**src/rtl/sram_uart_tx_if.sv**
```systemverilog
// Bus bundle between a transfer requester/SRAM and the SRAM-to-UART transmitter.
interface sram_uart_tx_if #(
    parameter int unsigned AW = 18
);
    logic          Start;
    logic [AW-1:0] Start_address;
    logic [AW-1:0] Word_count;
    logic [AW-1:0] SRAM_address;
    logic          SRAM_re;
    logic [15:0]   SRAM_read_data;
    logic          UART_TX_O;
    logic          Busy;
    logic          Done;

    // Requester / memory side
    modport master (
        output Start, Start_address, Word_count, SRAM_read_data,
        input  SRAM_address, SRAM_re, UART_TX_O, Busy, Done
    );

    // Transmitter side
    modport slave (
        input  Start, Start_address, Word_count, SRAM_read_data,
        output SRAM_address, SRAM_re, UART_TX_O, Busy, Done
    );
endinterface

```
**src/rtl/sram_uart_tx.sv**
```systemverilog
// Reads 16-bit words from a 2-cycle-latency SRAM and sends each as two
// 8N1 UART frames (high byte first), all outputs registered.
module sram_uart_tx #(
    parameter int unsigned C_M_AXI_ACLK_FREQ_HZ = 100000000,
    parameter int unsigned C_BAUDRATE           = 9600,
    parameter int unsigned MEMORY_ADDR_WIDTH    = 18,
    parameter int unsigned MEMORY_DATA_WIDTH    = 16
) (
    input  logic          Clock,
    input  logic          Reset,
    sram_uart_tx_if.slave bus
);
    localparam int unsigned AW           = MEMORY_ADDR_WIDTH;
    localparam int unsigned CLKS_PER_BIT = C_M_AXI_ACLK_FREQ_HZ / C_BAUDRATE;
    localparam int unsigned BW           = $clog2(CLKS_PER_BIT);
    localparam logic [BW-1:0] BAUD_RELOAD = BW'(CLKS_PER_BIT - 1);

    typedef enum logic [2:0] {IDLE, READ, WAIT, SHIFT, NEXT} state_t;

    state_t                       state;
    logic [AW-1:0]                sram_address;
    logic                         sram_re;
    logic                         tx;
    logic                         busy;
    logic                         done;
    logic [MEMORY_DATA_WIDTH-1:0] word;
    logic [AW-1:0]                words_left;
    logic [BW-1:0]                baud;
    logic [3:0]                   bit_cnt;   // 0 start, 1..8 data, 9 stop
    logic                         low_byte;
    logic                         wait_cnt;
    logic [7:0]                   cur_byte;

    assign bus.SRAM_address = sram_address;
    assign bus.SRAM_re      = sram_re;
    assign bus.UART_TX_O    = tx;
    assign bus.Busy         = busy;
    assign bus.Done         = done;

    // Byte currently being serialised
    always_comb begin
        cur_byte = word[15:8];
        if (low_byte)
            cur_byte = word[7:0];
    end

    // Transfer sequencer, baud timing and registered outputs
    always_ff @(posedge Clock) begin
        if (Reset) begin
            state        <= IDLE;
            sram_address <= '0;
            sram_re      <= 1'b0;
            tx           <= 1'b1;
            busy         <= 1'b0;
            done         <= 1'b0;
            word         <= '0;
            words_left   <= '0;
            baud         <= '0;
            bit_cnt      <= '0;
            low_byte     <= 1'b0;
            wait_cnt     <= 1'b0;
        end else begin
            done    <= 1'b0;
            sram_re <= 1'b0;
            case (state)
                IDLE: begin
                    if (bus.Start && bus.Word_count != '0) begin
                        sram_address <= bus.Start_address;
                        words_left   <= bus.Word_count;
                        sram_re      <= 1'b1;
                        busy         <= 1'b1;
                        state        <= READ;
                    end
                end
                READ: begin
                    wait_cnt <= 1'b0;
                    state    <= WAIT;
                end
                WAIT: begin
                    if (wait_cnt) begin
                        word     <= bus.SRAM_read_data;
                        tx       <= 1'b0;
                        bit_cnt  <= '0;
                        low_byte <= 1'b0;
                        baud     <= BAUD_RELOAD;
                        state    <= SHIFT;
                    end else begin
                        wait_cnt <= 1'b1;
                    end
                end
                SHIFT: begin
                    if (baud != '0) begin
                        baud <= baud - BW'(1);
                        // When more words follow, the final stop-bit cycle is
                        // spent in NEXT so the following READ lands right after
                        // the stop bit, giving exactly READ+2xWAIT idle cycles.
                        if (low_byte && bit_cnt == 4'd9 && baud == BW'(1) &&
                            words_left != AW'(1)) begin
                            words_left <= words_left - AW'(1);
                            state      <= NEXT;
                        end
                    end else if (bit_cnt == 4'd9) begin
                        if (!low_byte) begin
                            low_byte <= 1'b1;
                            bit_cnt  <= '0;
                            tx       <= 1'b0;
                            baud     <= BAUD_RELOAD;
                        end else begin
                            words_left <= words_left - AW'(1);
                            busy       <= 1'b0;
                            done       <= 1'b1;
                            state      <= IDLE;
                        end
                    end else begin
                        bit_cnt <= bit_cnt + 4'd1;
                        baud    <= BAUD_RELOAD;
                        if (bit_cnt == 4'd8)
                            tx <= 1'b1;
                        else
                            tx <= cur_byte[bit_cnt[2:0]];
                    end
                end
                NEXT: begin
                    sram_address <= sram_address + AW'(1);
                    sram_re      <= 1'b1;
                    state        <= READ;
                end
                default: state <= IDLE;
            endcase
        end
    end
endmodule

```
**src/flat_wrapper.sv**
```systemverilog
// flat-port wrapper written by rule: the top's interface ports become plain ports
module sram_uart_tx_flat 
#(
    parameter int unsigned C_M_AXI_ACLK_FREQ_HZ = 100000000,
    parameter int unsigned C_BAUDRATE           = 9600,
    parameter int unsigned MEMORY_ADDR_WIDTH    = 18,
    parameter int unsigned MEMORY_DATA_WIDTH    = 16
)
  (Clock, Reset, bus_Start, bus_Start_address, bus_Word_count, bus_SRAM_read_data, bus_SRAM_address, bus_SRAM_re, bus_UART_TX_O, bus_Busy, bus_Done);
  sram_uart_tx_if bus_i ();
  input  logic Clock;
  input  logic Reset;
  input wire logic [$bits(bus_i.Start)-1:0] bus_Start;
  input wire logic [$bits(bus_i.Start_address)-1:0] bus_Start_address;
  input wire logic [$bits(bus_i.Word_count)-1:0] bus_Word_count;
  input wire logic [$bits(bus_i.SRAM_read_data)-1:0] bus_SRAM_read_data;
  output wire logic [$bits(bus_i.SRAM_address)-1:0] bus_SRAM_address;
  output wire logic [$bits(bus_i.SRAM_re)-1:0] bus_SRAM_re;
  output wire logic [$bits(bus_i.UART_TX_O)-1:0] bus_UART_TX_O;
  output wire logic [$bits(bus_i.Busy)-1:0] bus_Busy;
  output wire logic [$bits(bus_i.Done)-1:0] bus_Done;
  assign bus_i.Start = bus_Start;
  assign bus_i.Start_address = bus_Start_address;
  assign bus_i.Word_count = bus_Word_count;
  assign bus_i.SRAM_read_data = bus_SRAM_read_data;
  assign bus_SRAM_address = bus_i.SRAM_address;
  assign bus_SRAM_re = bus_i.SRAM_re;
  assign bus_UART_TX_O = bus_i.UART_TX_O;
  assign bus_Busy = bus_i.Busy;
  assign bus_Done = bus_i.Done;
  sram_uart_tx #(.C_M_AXI_ACLK_FREQ_HZ(C_M_AXI_ACLK_FREQ_HZ), .C_BAUDRATE(C_BAUDRATE), .MEMORY_ADDR_WIDTH(MEMORY_ADDR_WIDTH), .MEMORY_DATA_WIDTH(MEMORY_DATA_WIDTH)) u_core (.Clock(Clock), .Reset(Reset), .bus(bus_i));
endmodule
```
**config.mk**
```make
export PLATFORM = sky130hd
export DESIGN_NAME = sram_uart_tx_flat
export DESIGN_NICKNAME = d
export VERILOG_FILES = /design/src/rtl/sram_uart_tx_if.sv /design/src/rtl/sram_uart_tx.sv /design/src/flat_wrapper.sv
export SDC_FILE = /design/constraint.sdc
export NUM_CORES = 1
export LEC_CHECK = 0
export CAP_MARGIN = 20
export CORE_ASPECT_RATIO = 0.8
export CORE_UTILIZATION = 55
export CTS_CLUSTER_SIZE = 14
export DETAILED_ROUTE_END_ITERATION = 10
export DONT_BUFFER_PORTS = 1
export GPL_ROUTABILITY_DRIVEN = 0
export PLACE_DENSITY = 0.7
export SYNTH_ARGS = -nofsm -noshare
export SYNTH_HDL_FRONTEND = slang
export SYNTH_SLANG_ARGS = --single-unit
```
**constraint.sdc**
```tcl
create_clock -name Clock -period 3.5 [get_ports Clock]
set_clock_uncertainty 0.2 [all_clocks]
set_input_delay 0.525 -clock Clock [delete_from_list [all_inputs] [get_ports Clock]]
set_output_delay 0.525 -clock Clock [all_outputs]
set_load 0.05 [all_outputs]
```
-- Yosys cells after proc, flatten, opt, wreduce, memory -nomap -nowiden
Cells that the tools add are included.
- multiplexer cells: 46
- div/mod/pow operators: 0
- add/subtract/negate cells: 4
- reductions and logical operators: 20
- shift operators: 0
- bitwise logic cells: 2
- order comparisons: 1
- multipliers: 0
- eq/ne operators: 18
- operator list (cell ; number):
    $mux W18 ; 6
    $pmux W18 S2 ; 2
    $mux W14 ; 4
    $pmux W14 S2 ; 1
    $add A18 B1 Y18 const B ; 1
    $mux W3 ; 6
    $ne A18 B1 Y1 const B ; 1
    $reduce_bool A18 Y1 ; 1
    $sub A18 B1 Y18 const B ; 1
    $mux W4 ; 4
    $pmux W3 S5 ; 1
    $reduce_and A5 Y1 ; 3
    $eq A14 B1 Y1 const B ; 1
    $mux W1 ; 14
    $reduce_bool A14 Y1 ; 1
    $sub A14 B1 Y14 const B ; 1
    $pmux W1 S2 ; 5
    $eq A4 B4 Y1 const B ; 2
    $mux W8 ; 1
    $ne A2 B1 Y1 const B ; 4
    $pmux W4 S2 ; 1
    $reduce_and A4 Y1 ; 2
    $reduce_bool A2 Y1 ; 4
    $eq A3 B2 Y1 const B ; 2
    15 further kinds ; 22
- latch bits: 0
- ROM bits: 0
- bits of input ports: 55
- RAM bits: 0
- output and inout bits: 22
- register bits: 79
- memories kept: 0

-- Logic depth before layout (Yosys ltp)
Gate-level depths: netlist of the first run.
- depth in word-level cells: 7
- gate-level depth with buffers: 9

-- Worst setup path before layout of the first run
OpenSTA, ideal clock, no wires.
- path kind: register to register
- start point: reg u_core.words_left[7]
- end point: reg u_core.words_left[1]
- path slack: 1015 ps
- path buffers: 1
- data arrival time: 2214 ps
- cell stages (with the launch flop): 8
- clock period less this slack: 2485 ps
- data required time: 3228 ps
- path through: dfxtp_1 or4_4 or3_4 o311a_1 nand2b_4 o211ai_4 buf_8 mux2i_1
- cells in the longest elaborated chain, start to end: 4
- ends and longest elaborated chain (item ; RTL line ; RTL):
    from (decl) ; sram_uart_tx.sv:27 ; logic [AW-1:0] words_left;
    from (signal assigned) ; sram_uart_tx.sv:69 ; words_left <= bus.Word_count;
    from (signal assigned) ; sram_uart_tx.sv:99 ; words_left <= words_left - AW'(1);
    from (signal assigned) ; sram_uart_tx.sv:109 ; words_left <= words_left - AW'(1);
    $ne A18 B1 Y1 ; sram_uart_tx.sv:98 ; words_left != AW'(1)) begin
    $logic_and A1 B1 Y1 ; sram_uart_tx.sv:97 ; if (low_byte && bit_cnt == 4'd9 && baud == BW'(1) &&
    $ne A3 B3 Y1 (no line) ; n/a ;
    $reduce_and A5 Y1 (no line) ; n/a ;
Every way passes these cells.
A chain may end at the register's enable or synchronous reset.

-- Worst setup path after layout of the first run
- start point: reg u_core.state[0]
- end point: reg u_core.words_left[5]
- cells in the longest elaborated chain, start to end: 3
- elaborated cells between the ends (all ways): 9
- those cells by class: eq/ne: 5; mux: 1; reduce/logical: 3
- ends and longest elaborated chain (item ; RTL line ; RTL):
    from (decl) ; sram_uart_tx.sv:20 ; state_t state;
    from (signal assigned) ; sram_uart_tx.sv:50 ; state <= IDLE;
    from (signal assigned) ; sram_uart_tx.sv:72 ; state <= READ;
    from (signal assigned) ; sram_uart_tx.sv:77 ; state <= WAIT;
    $eq A3 B2 Y1 / $logic_not A3 Y1 (equally long branches) ; sram_uart_tx.sv:65 ; case (state)
    $ne A3 B1 Y1 (no line) (tied with other cells) ; n/a ;
    $reduce_and A5 Y1 (no line) ; n/a ;
Several ways; a longest one is shown, not always the timed one.

==> results of run 1 <==
## flip-flops by register name (all words and copies together), names as in the netlist
register / cells
u_core.state: 3
u_core.bus.Done: 1
u_core.low_byte: 1
u_core.word: 16
u_core.bus.SRAM_re: 1
u_core.wait_cnt: 1
u_core.bus.UART_TX_O: 1
u_core.words_left: 18
u_core.bus.SRAM_address: 18
u_core.bus.Busy: 1
u_core.bit_cnt: 4
u_core.baud: 14
## final cells by class
cell class,instances,area [um^2],share of cell area (%)
clock inverters,3,67.6,1.51
clock buffers,11,151,3.39
inverters,10,37.5,0.840
well taps,105,131,2.94
multi-input cells,403,2430,54.4
repair buffers,9,67.6,1.51
flip-flops and latches,79,1580,35.4
## worst reg2reg max path, cell delays in order (launching register included)
cell                       delay (ns)
sky130_fd_sc_hd__dfxtp_1         0.57
sky130_fd_sc_hd__and3b_1         0.46
sky130_fd_sc_hd__nand2_1         0.17
sky130_fd_sc_hd__nor2_1          0.23
sky130_fd_sc_hd__a22o_1          0.59
sky130_fd_sc_hd__o311ai_0        0.25
sky130_fd_sc_hd__o31ai_1         0.11
## worst paths after layout
| kind | startpoint | end | slack (ns) | cells after the start |
|---|---|---|---|---|
| min reg2reg | u_core.word[7] | u_core.word[7] | 0.25 | 2 |
| min | Reset | u_core.baud[7] | 0.05 | 1 |
| max reg2reg | u_core.state[0] | u_core.words_left[5] | 0.84 | 6 |
| max | u_core.state[0] | u_core.words_left[5] | 0.84 | 6 |
## stage by stage
stage	std cells	instance area (um^2)	power, mW
floorplan	528	4200	2.76
global placement	606	4250	3.03
detailed placement	606	4250	3.06
CTS	620	4470	3.82
global route	620	4470	4.08
finish	620	4470	3.83
## cell usage after synthesis, types with 2 or more instances
cell and number:
sky130_fd_sc_hd__dfxtp_1 79, sky130_fd_sc_hd__a21oi_1 68, sky130_fd_sc_hd__nand2_1 59, sky130_fd_sc_hd__nor2_1 58
sky130_fd_sc_hd__clkbuf_1 30, sky130_fd_sc_hd__nor3_1 24, sky130_fd_sc_hd__nor4_1 16, sky130_fd_sc_hd__o21ai_0 16
sky130_fd_sc_hd__o31ai_1 16, sky130_fd_sc_hd__o311ai_0 15, sky130_fd_sc_hd__nand3_1 11, sky130_fd_sc_hd__inv_1 10
sky130_fd_sc_hd__a31oi_1 9, sky130_fd_sc_hd__and3_1 9, sky130_fd_sc_hd__ha_1 8, sky130_fd_sc_hd__a22oi_1 7
sky130_fd_sc_hd__xnor2_1 5, sky130_fd_sc_hd__a2bb2oi_1 4, sky130_fd_sc_hd__and2_1 4, sky130_fd_sc_hd__mux4_2 4
sky130_fd_sc_hd__nand2b_1 4, sky130_fd_sc_hd__nand4_1 4, sky130_fd_sc_hd__xor2_1 4, sky130_fd_sc_hd__a221oi_1 3
sky130_fd_sc_hd__a311oi_1 3, sky130_fd_sc_hd__nand3b_1 3, sky130_fd_sc_hd__or3_1 3, sky130_fd_sc_hd__or4_1 3
sky130_fd_sc_hd__a2111oi_0 2, sky130_fd_sc_hd__a211o_1 2, sky130_fd_sc_hd__a211oi_1 2, sky130_fd_sc_hd__a41oi_1 2
sky130_fd_sc_hd__and3b_1 2, sky130_fd_sc_hd__and4_1 2, sky130_fd_sc_hd__buf_1 2, sky130_fd_sc_hd__buf_2 2
sky130_fd_sc_hd__nor2b_1 2, sky130_fd_sc_hd__o211ai_1 2, sky130_fd_sc_hd__o21a_1 2, sky130_fd_sc_hd__o21ai_1 2
sky130_fd_sc_hd__o31a_1 2, sky130_fd_sc_hd__or2_2 2
## metal layers
| layer | global-route usage, % | up-vias | routed length, um |
|---|---|---|---|
| met5 | 0 | - | 0 |
| met4 | 7.65 | 0 | 121 |
| met3 | 6.27 | 16 | 692 |
| met2 | 42.8 | 132 | 4700 |
| met1 | 37.1 | 1883 | 4890 |
| li1 | - | 1932 | - |
## power breakdown
| part | internal [mW] | total, mW | switching (mW) | leakage, nW |
|---|---|---|---|---|
| Combinational | 0.569 | 1.49 | 0.916 | 0.777 |
| Sequential | 1.14 | 1.60 | 0.462 | 0.645 |
| Clock | 0.433 | 0.750 | 0.318 | 0.108 |
## cells by family (layout without fill, tap and decap cells)
| logic type | Yosys count | in the layout | synth area share [%] |
|---|---|---|---|
| and+or+nand+nor | 212 | 212 | 24.6 |
| AOI/OAI and AO/OA | 169 | 169 | 26.6 |
| DFF | 79 | 79 | 37.7 |
| buffers and inverters | 46 | 33 | 4.53 |
| xor gates and xnor gates | 9 | 9 | 1.88 |
| adders and majority gates | 8 | 8 | 2.38 |
| muxes | 5 | 5 | 2.38 |
==> flow_metrics.py, run 1 <==
metrics = {
    "grt": {
        "wire_length_of_the_first_global_routing_pass_mm": 17.5,
        "grt_antenna_before_repair": 0,
        "grt_use_total_pct": 27.1,
        "gr-total-overflow": 0,
        "number_of_global_route_vias_before_repair": 3627,
        "grt_start_max_net_pins": 76,
    },
    "placed_design": {
        "preCtsSetupSlack_ns": 0.893,
        "io_buffer_count": 0,
        "hpwlAfterDp_mm": 7.12,
    },
    "finish": {
        "antenna_cells": 0,
        "most-common-layout-cells": "sky130_fd_sc_hd__dfxtp_1, sky130_fd_sc_hd__a21oi_1, sky130_fd_sc_hd__nand2_1",
        "postLayoutCoreUtil_pct": 60.5,
        "mostFrequentLayoutCell": "sky130_fd_sc_hd__dfxtp_1",
        "final_layout_size_suffix_gt1_share_pct": 6.99,
        "filler_cell_count": 672,
        "flow.area_growth_from_synthesis_pct": 6.43,
        "finish.net_count": 575,
    },
    "synthesis": {
        "post_synth.cell_area_avg_um2": 7.96,
        "cells_after_synth": 528,
        "async_reset_ff_share_pct": 0,
        "seq_area_frac_synth_pct": 37.7,
        "yosys_most_used_dff": "sky130_fd_sc_hd__dfxtp_1",
        "library_cells_used_by_synthesis": 63,
        "synthesis.yosys.warnings": 0,
        "synth.top_cells.by_area": "sky130_fd_sc_hd__dfxtp_1, sky130_fd_sc_hd__a21oi_1, sky130_fd_sc_hd__nand2_1",
        "synth_enable_flop_cells": 0,
        "post-synth-top-area-fraction_pct": 37.7,
        "synth_seq_cells": 79,
        "synth_top_cell_by_area": "sky130_fd_sc_hd__dfxtp_1",
        "post_synth_instance_area_um2": 4200,
        "synth_fp_nets": 591,
    },
    "floorplanning": {
        "die_height_um": 80.2,
        "placement_rows": 28,
        "design.core.area_um2": 7390,
        "io_pins": 77,
        "start_util_pct": 56.8,
        "fp.dieArea_um2": 7990,
        "die-width_um": 99.7,
    },
    "clock_network": {
        "clock_tree.buffer_depth": 2,
        "ctsRootBufferMaster": "sky130_fd_sc_hd__clkbuf_8",
        "cts_setup_buffers": 0,
        "clk_pin_slew_worst_paths_ns": 0.08,
        "resized_cells_post_cts": 0,
        "post_cts_hold_buffer_count": 0,
        "cts_max_level": 3,
        "tritoncts.num_buffers": 9,
        "cts_tree": "built",
        "worst_skew_pair.late_latency_ns": 0.35,
        "cts.sinks": 79,
    },
    "routing": {
        "finalWirelength_mm": 10.4,
        "detail_route.iter0.violations": 291,
        "routed-via-count": 3963,
        "wire_per_inst_um": 16.8,
        "drc_errors": 0,
        "postRouteAntennaNets": 0,
        "drt_first_pass_iters": 5,
        "average_via_count_per_standard_cell": 6.39,
    },
    "power_and_ir_drop": {
        "max-vdd-ir-drop_mv": 0.405,
        "total_leakage_power_nw": 1.53,
        "cellPowerDensity_nw_per_um2": 858,
    },
    "worst_setup_path": {
        "timing.critical_path.fanout_max": 20,
        "path_cells": "and3b_1 > nand2_1 > nor2_1 > a22o_1 > o311ai_0 > o31ai_1",
        "critical-path-top-delay-family": "compound AO/OA/AOI/OAI gates",
        "worst_ep_arrival_time_ns": 2.72,
        "critical_path_buf_inv_count": 0,
        "cp_slowest_stage_delay_ns": 0.59,
        "cp-end-kind": "register",
        "timing.critical_path.slowest_stage_cell": "sky130_fd_sc_hd__a22o_1",
        "startpoint_type": "register",
        "req_time_crit_path_ns": 3.57,
        "class_of_the_most_critical_setup_path": "reg2reg",
    },
    "flow_run": {
        "max_cap_viol_count": 0,
    },
    "timing": {
        "final.period_utilization_pct": 75.9,
        "report.final.setup_viol": 0,
        "grt_setup_unrepaired": "no",
        "fin_hold_ws_ns": 0.0466,
        "post-route-worst-setup-slack_ns": 0.844,
        "least_margin_pin_slew_ns": 0.806,
        "setup_total_negative_slack_ns": 0,
        "timing.final.hold_violations": 0,
        "min_period_ns": 2.66,
        "achievable-frequency_ghz": 0.377,
        "max_slew_margin_pct": 45.8,
        "final_max_slew_viol_count": 0,
    },
    "run_status": {
        "outcome": "complete, no violations",
    },
    "hold_path": {
        "min_path_type": "in2reg",
    },
}
(Power assumes the default switching activity.)
==> inputs of run 2 (changes only) <==
==> constraint.sdc (replaced) <==
create_clock -name Clock -period 2.5 [get_ports Clock]
set_clock_uncertainty 0.2 [all_clocks]
set_input_delay 0.375 -clock Clock [delete_from_list [all_inputs] [get_ports Clock]]
set_output_delay 0.375 -clock Clock [all_outputs]
set_load 0.05 [all_outputs]
==> flow_metrics.py, run 2 (synthesis gave the netlist of run 1 again) <==
metrics = {
    "finish": {
        "finish.cell_count_without_fillers": 684,
        "final_cell_area_um2": 5040,
        "flow.area_growth_from_synthesis_pct": 20.0,
        "seq_area_um2": 1580,
        "finish.net_count": 637,
        "mostFrequentLayoutCell": "sky130_fd_sc_hd__dfxtp_1",
        "filler_cell_count": 610,
        "final_layout_size_suffix_gt1_share_pct": 14.3,
        "most-common-layout-cells": "sky130_fd_sc_hd__dfxtp_1, sky130_fd_sc_hd__a21oi_1, sky130_fd_sc_hd__nand2_1",
        "multi_input_logic_area_um2": 2450,
        "postLayoutCoreUtil_pct": 68.2,
        "antenna_cells": 0,
    },
    "timing": {
        "final_max_slew_viol_count": 0,
        "achievable-frequency_ghz": 0.409,
        "max_slew_margin_pct": 56.1,
        "min_period_ns": 2.45,
        "least_margin_pin_slew_ns": 0.659,
        "report.final.setup_viol": 0,
        "setup_total_negative_slack_ns": 0,
        "timing.final.hold_violations": 0,
        "final.period_utilization_pct": 97.9,
    },
    "grt": {
        "grt_use_total_pct": 29.8,
        "number_of_global_route_vias_before_repair": 3995,
        "wire_length_of_the_first_global_routing_pass_mm": 19.0,
        "gr-total-overflow": 0,
        "grt_antenna_before_repair": 0,
        "grt_start_max_net_pins": 74,
    },
    "power_and_ir_drop": {
        "total_leakage_power_nw": 1.83,
        "cellPowerDensity_nw_per_um2": 1180,
        "max-vdd-ir-drop_mv": 0.670,
    },
    "routing": {
        "postRouteAntennaNets": 0,
        "drt_first_pass_iters": 5,
        "finalWirelength_mm": 11.5,
        "routed-via-count": 4239,
        "wire_per_inst_um": 16.8,
        "average_via_count_per_standard_cell": 6.20,
        "detail_route.iter0.violations": 294,
        "drc_errors": 0,
    },
    "floorplanning": {
        "die-width_um": 99.7,
        "start_util_pct": 56.8,
        "placement_rows": 28,
        "fp.dieArea_um2": 7990,
        "die_height_um": 80.2,
        "io_pins": 77,
        "design.core.area_um2": 7390,
    },
    "placed_design": {
        "io_buffer_count": 0,
        "placed_cells": 642,
        "placed_area_um2": 4520,
        "hpwlAfterDp_mm": 7.78,
    },
    "clock_network": {
        "tritoncts.num_buffers": 9,
        "clk_pin_slew_worst_paths_ns": 0.09,
        "worst_skew_pair.late_latency_ns": 0.37,
        "ctsRootBufferMaster": "sky130_fd_sc_hd__clkbuf_8",
        "cts_max_level": 3,
        "clock_tree.buffer_depth": 2,
        "cts_tree": "built",
        "cts.sinks": 79,
    },
    "worst_setup_path": {
        "cp-end-kind": "register",
        "class_of_the_most_critical_setup_path": "reg2reg",
        "worst_ep_arrival_time_ns": 2.49,
        "req_time_crit_path_ns": 2.54,
        "startpoint_type": "register",
        "timing.critical_path.fanout_max": 7,
    },
    "run_status": {
        "outcome": "complete, no violations",
    },
    "flow_run": {
        "max_cap_viol_count": 0,
    },
    "hold_path": {
        "min_path_type": "in2reg",
    },
}
[run 2: path summary, 6_finish.rpt]
| check | endpoint | start | cells past startpoint | slack, ns |
|---|---|---|---|---|
| min | u_core.bus.SRAM_address[17] | bus_Start_address[17] | 2 | 0.006 |
| min reg2reg | u_core.word[5] | u_core.word[5] | 2 | 0.26 |
| max | u_core.words_left[12] | u_core.baud[9] | 7 | 0.05 |
| max reg2reg | u_core.words_left[12] | u_core.baud[9] | 7 | 0.05 |
[run 2: report_power, final]
part           switching (mW)  internal [mW]
Clock                   0.523          0.576
Sequential              0.395           1.59
Combinational            1.69           1.16
Total                    2.61           3.33
[run 2: what timing repair did]
action,CTS,global route
endpoints found under the setup margin,0,20
hold endpoints to repair,73,0
hold buffers,23,0
resized for setup,0,8
buffers inserted,0,3
[run 2: worst max-delay path: stages (launching register included)]
cell	delay, ns
sky130_fd_sc_hd__dfxtp_1	0.36
sky130_fd_sc_hd__nor4_1	0.47
sky130_fd_sc_hd__and4_2	0.40
sky130_fd_sc_hd__o311a_1	0.21
sky130_fd_sc_hd__nor2_2	0.06
sky130_fd_sc_hd__buf_4	0.15
sky130_fd_sc_hd__o311ai_0	0.36
sky130_fd_sc_hd__o31ai_1	0.12
[run 2: through the flow]
| step | worst slack (ns) | power (mW) | hold WS [ns] |
|---|---|---|---|
| 2_1_floorplan | 0.0146 | 3.87 | 0.233 |
| 3_3_place_gp | 0.0776 | 4.57 | 0.235 |
| 3_5_place_dp | 0.0440 | 4.65 | 0.238 |
| 4_1_cts | 0.0153 | 5.80 | 0.000598 |
| 5_1_grt | -0.0169 | 6.31 | 0.00618 |
| 6_report | 0.0522 | 5.94 | 0.00558 |
[run 2: area by class of cell]
type                       instances  area share, %
multi-input combinational        403           48.5
sequential                        79           31.4
timing repair buffer              71           12.2
tap                              105           2.61
clock buffer                       9           2.46
clock inverter                     7           2.06
inverter                          10          0.745
[run 2: routing by layer]
layer  routed length (um)  global-route usage [%]  vias up
met4                  138                    10.4        0
met3                  776                    6.18       19
met2                 5300                    48.0      149
li1                     -                       -     2067
met5                    0                       0        -
met1                 5270                    39.7     2004
==> inputs of run 3 (changes only) <==
--- a/config.mk
+++ b/config.mk
@@ -5,6 +5,7 @@
 export SDC_FILE = /design/constraint.sdc
 export NUM_CORES = 1
 export LEC_CHECK = 0
+export ABC_AREA = 0
 export CAP_MARGIN = 20
 export CORE_ASPECT_RATIO = 0.8
 export CORE_UTILIZATION = 55
@@ -16,3 +17,4 @@
 export SYNTH_ARGS = -nofsm -noshare
 export SYNTH_HDL_FRONTEND = slang
 export SYNTH_SLANG_ARGS = --single-unit
+export TNS_END_PERCENT = 5
==> constraint.sdc (replaced) <==
create_clock -name Clock -period 2.95 [get_ports Clock]
set_clock_uncertainty 0.2 [all_clocks]
set_input_delay 0.4425 -clock Clock [delete_from_list [all_inputs] [get_ports Clock]]
set_output_delay 0.4425 -clock Clock [all_outputs]
set_load 0.05 [all_outputs]
==> flow_metrics.py, run 3 (synthesis gave the netlist of run 1 again) <==
metrics = {
    "placed_design": {
        "hpwlAfterDp_mm": 7.41,
        "placed_area_um2": 4350,
        "placed_cells": 619,
        "io_buffer_count": 0,
    },
    "routing": {
        "average_via_count_per_standard_cell": 6.31,
        "wire_per_inst_um": 16.9,
        "drc_errors": 0,
        "drt_first_pass_iters": 6,
        "postRouteAntennaNets": 0,
        "detail_route.iter0.violations": 302,
        "finalWirelength_mm": 10.7,
        "routed-via-count": 4018,
    },
    "clock_network": {
        "resized_cells_post_cts": 0,
        "worst_skew_pair.late_latency_ns": 0.35,
        "clk_pin_slew_worst_paths_ns": 0.08,
        "cts.sinks": 79,
        "cts_max_level": 3,
        "tritoncts.num_buffers": 9,
        "cts_tree": "built",
        "clock_tree.buffer_depth": 2,
        "ctsRootBufferMaster": "sky130_fd_sc_hd__clkbuf_8",
    },
    "worst_setup_path": {
        "startpoint_type": "register",
        "req_time_crit_path_ns": 2.96,
        "timing.rr.start": "u_core.words_left[7]",
        "timing.critical_path.slowest_stage_cell": "sky130_fd_sc_hd__or4_4",
        "cp-end-kind": "register",
        "crit_path_start": "u_core.words_left[7]",
        "critical-path-top-delay-family": "simple AND/OR/NAND/NOR gates",
        "class_of_the_most_critical_setup_path": "reg2reg",
        "critical_path_buf_inv_count": 0,
        "timing.critical_path.fanout_max": 17,
        "cp_slowest_stage_delay_ns": 0.59,
        "regToRegSetupSlack_ns": 0.28,
        "path_cells": "or4_4 > or3_4 > o311a_1 > nand2b_4 > o211ai_4 > o32ai_1",
        "worst_ep_arrival_time_ns": 2.68,
    },
    "timing": {
        "min_period_ns": 2.67,
        "max_slew_margin_pct": 51.2,
        "grt_setup_unrepaired": "no",
        "timing.final.hold_violations": 0,
        "final_max_slew_viol_count": 0,
        "fin_hold_ws_ns": 0.0151,
        "achievable-frequency_ghz": 0.375,
        "final.period_utilization_pct": 90.4,
        "setup_total_negative_slack_ns": 0,
        "report.final.setup_viol": 0,
        "least_margin_pin_slew_ns": 0.725,
    },
    "floorplanning": {
        "design.core.area_um2": 7390,
        "placement_rows": 28,
        "start_util_pct": 56.8,
        "fp.dieArea_um2": 7990,
        "die_height_um": 80.2,
        "io_pins": 77,
        "die-width_um": 99.7,
    },
    "grt": {
        "grt_start_max_net_pins": 67,
        "grt_use_total_pct": 28.0,
        "gr-total-overflow": 0,
        "wire_length_of_the_first_global_routing_pass_mm": 17.8,
        "number_of_global_route_vias_before_repair": 3742,
        "grt_antenna_before_repair": 0,
    },
    "finish": {
        "most-common-layout-cells": "sky130_fd_sc_hd__dfxtp_1, sky130_fd_sc_hd__a21oi_1, sky130_fd_sc_hd__nand2_1",
        "final_layout_size_suffix_gt1_share_pct": 9.59,
        "finish.cell_count_without_fillers": 637,
        "finish.net_count": 590,
        "mostFrequentLayoutCell": "sky130_fd_sc_hd__dfxtp_1",
        "filler_cell_count": 666,
        "flow.area_growth_from_synthesis_pct": 9.17,
        "antenna_cells": 0,
        "final_cell_area_um2": 4590,
    },
    "power_and_ir_drop": {
        "total_leakage_power_nw": 1.61,
        "max-vdd-ir-drop_mv": 0.579,
        "cellPowerDensity_nw_per_um2": 1000,
    },
    "run_status": {
        "outcome": "complete, no violations",
    },
    "flow_run": {
        "max_cap_viol_count": 0,
    },
    "hold_path": {
        "min_path_type": "in2reg",
        "timing.hold.worst.start": "bus_SRAM_read_data[7]",
    },
}
run 3: report_power, final:
group	switching, mW	total (mW)	internal, mW
combinational	1.29	2.03	0.739
sequential	0.395	1.74	1.35
clock	0.397	0.811	0.415
run 3: per-layer routing:
layer  vias up  wire (um)  GRT usage [%]
met4         0        126           9.85
li1       1964          -              -
met2       160       4970           44.3
met5         -          0              0
met1      1878       4870           37.0
met3        16        771           7.05
run 3: path summary, 6_finish.rpt:
kind                                               to  cells after the start
worst min register to register         u_core.word[0]                      2
worst max register to register  u_core.words_left[17]                      6
worst max-delay path            u_core.words_left[17]                      6
worst min-delay path                   u_core.word[7]                      2
run 3: metrics by stage:
step | utilization, % | power (mW) | setup WS, ns
floorplan | - | 3.28 | 0.465
global placement | 58.8 | 3.67 | 0.378
detailed placement | 58.8 | 3.72 | 0.323
CTS | 62.0 | 4.56 | 0.310
global route | 62.0 | 4.90 | 0.110
finish | 62.0 | 4.59 | 0.283
run 3: layout make-up:
type                            instances  area [um^2]  area share (%)
Timing Repair Buffer                   24          203            4.42
Sequential cell                        79         1580            34.5
Inverter                               10         37.5           0.819
Clock buffer                           11          141            3.08
Tap cell                              105          131            2.86
Clock inverter                          5         57.6            1.26
Multi-Input combinational cell        403         2430            53.1
run 3: repair_timing:
action | in CTS | in global routing
hold buffers | 2 | 0
endpoints found under the hold margin | 66 | 0
setup buffers | 0 | 0
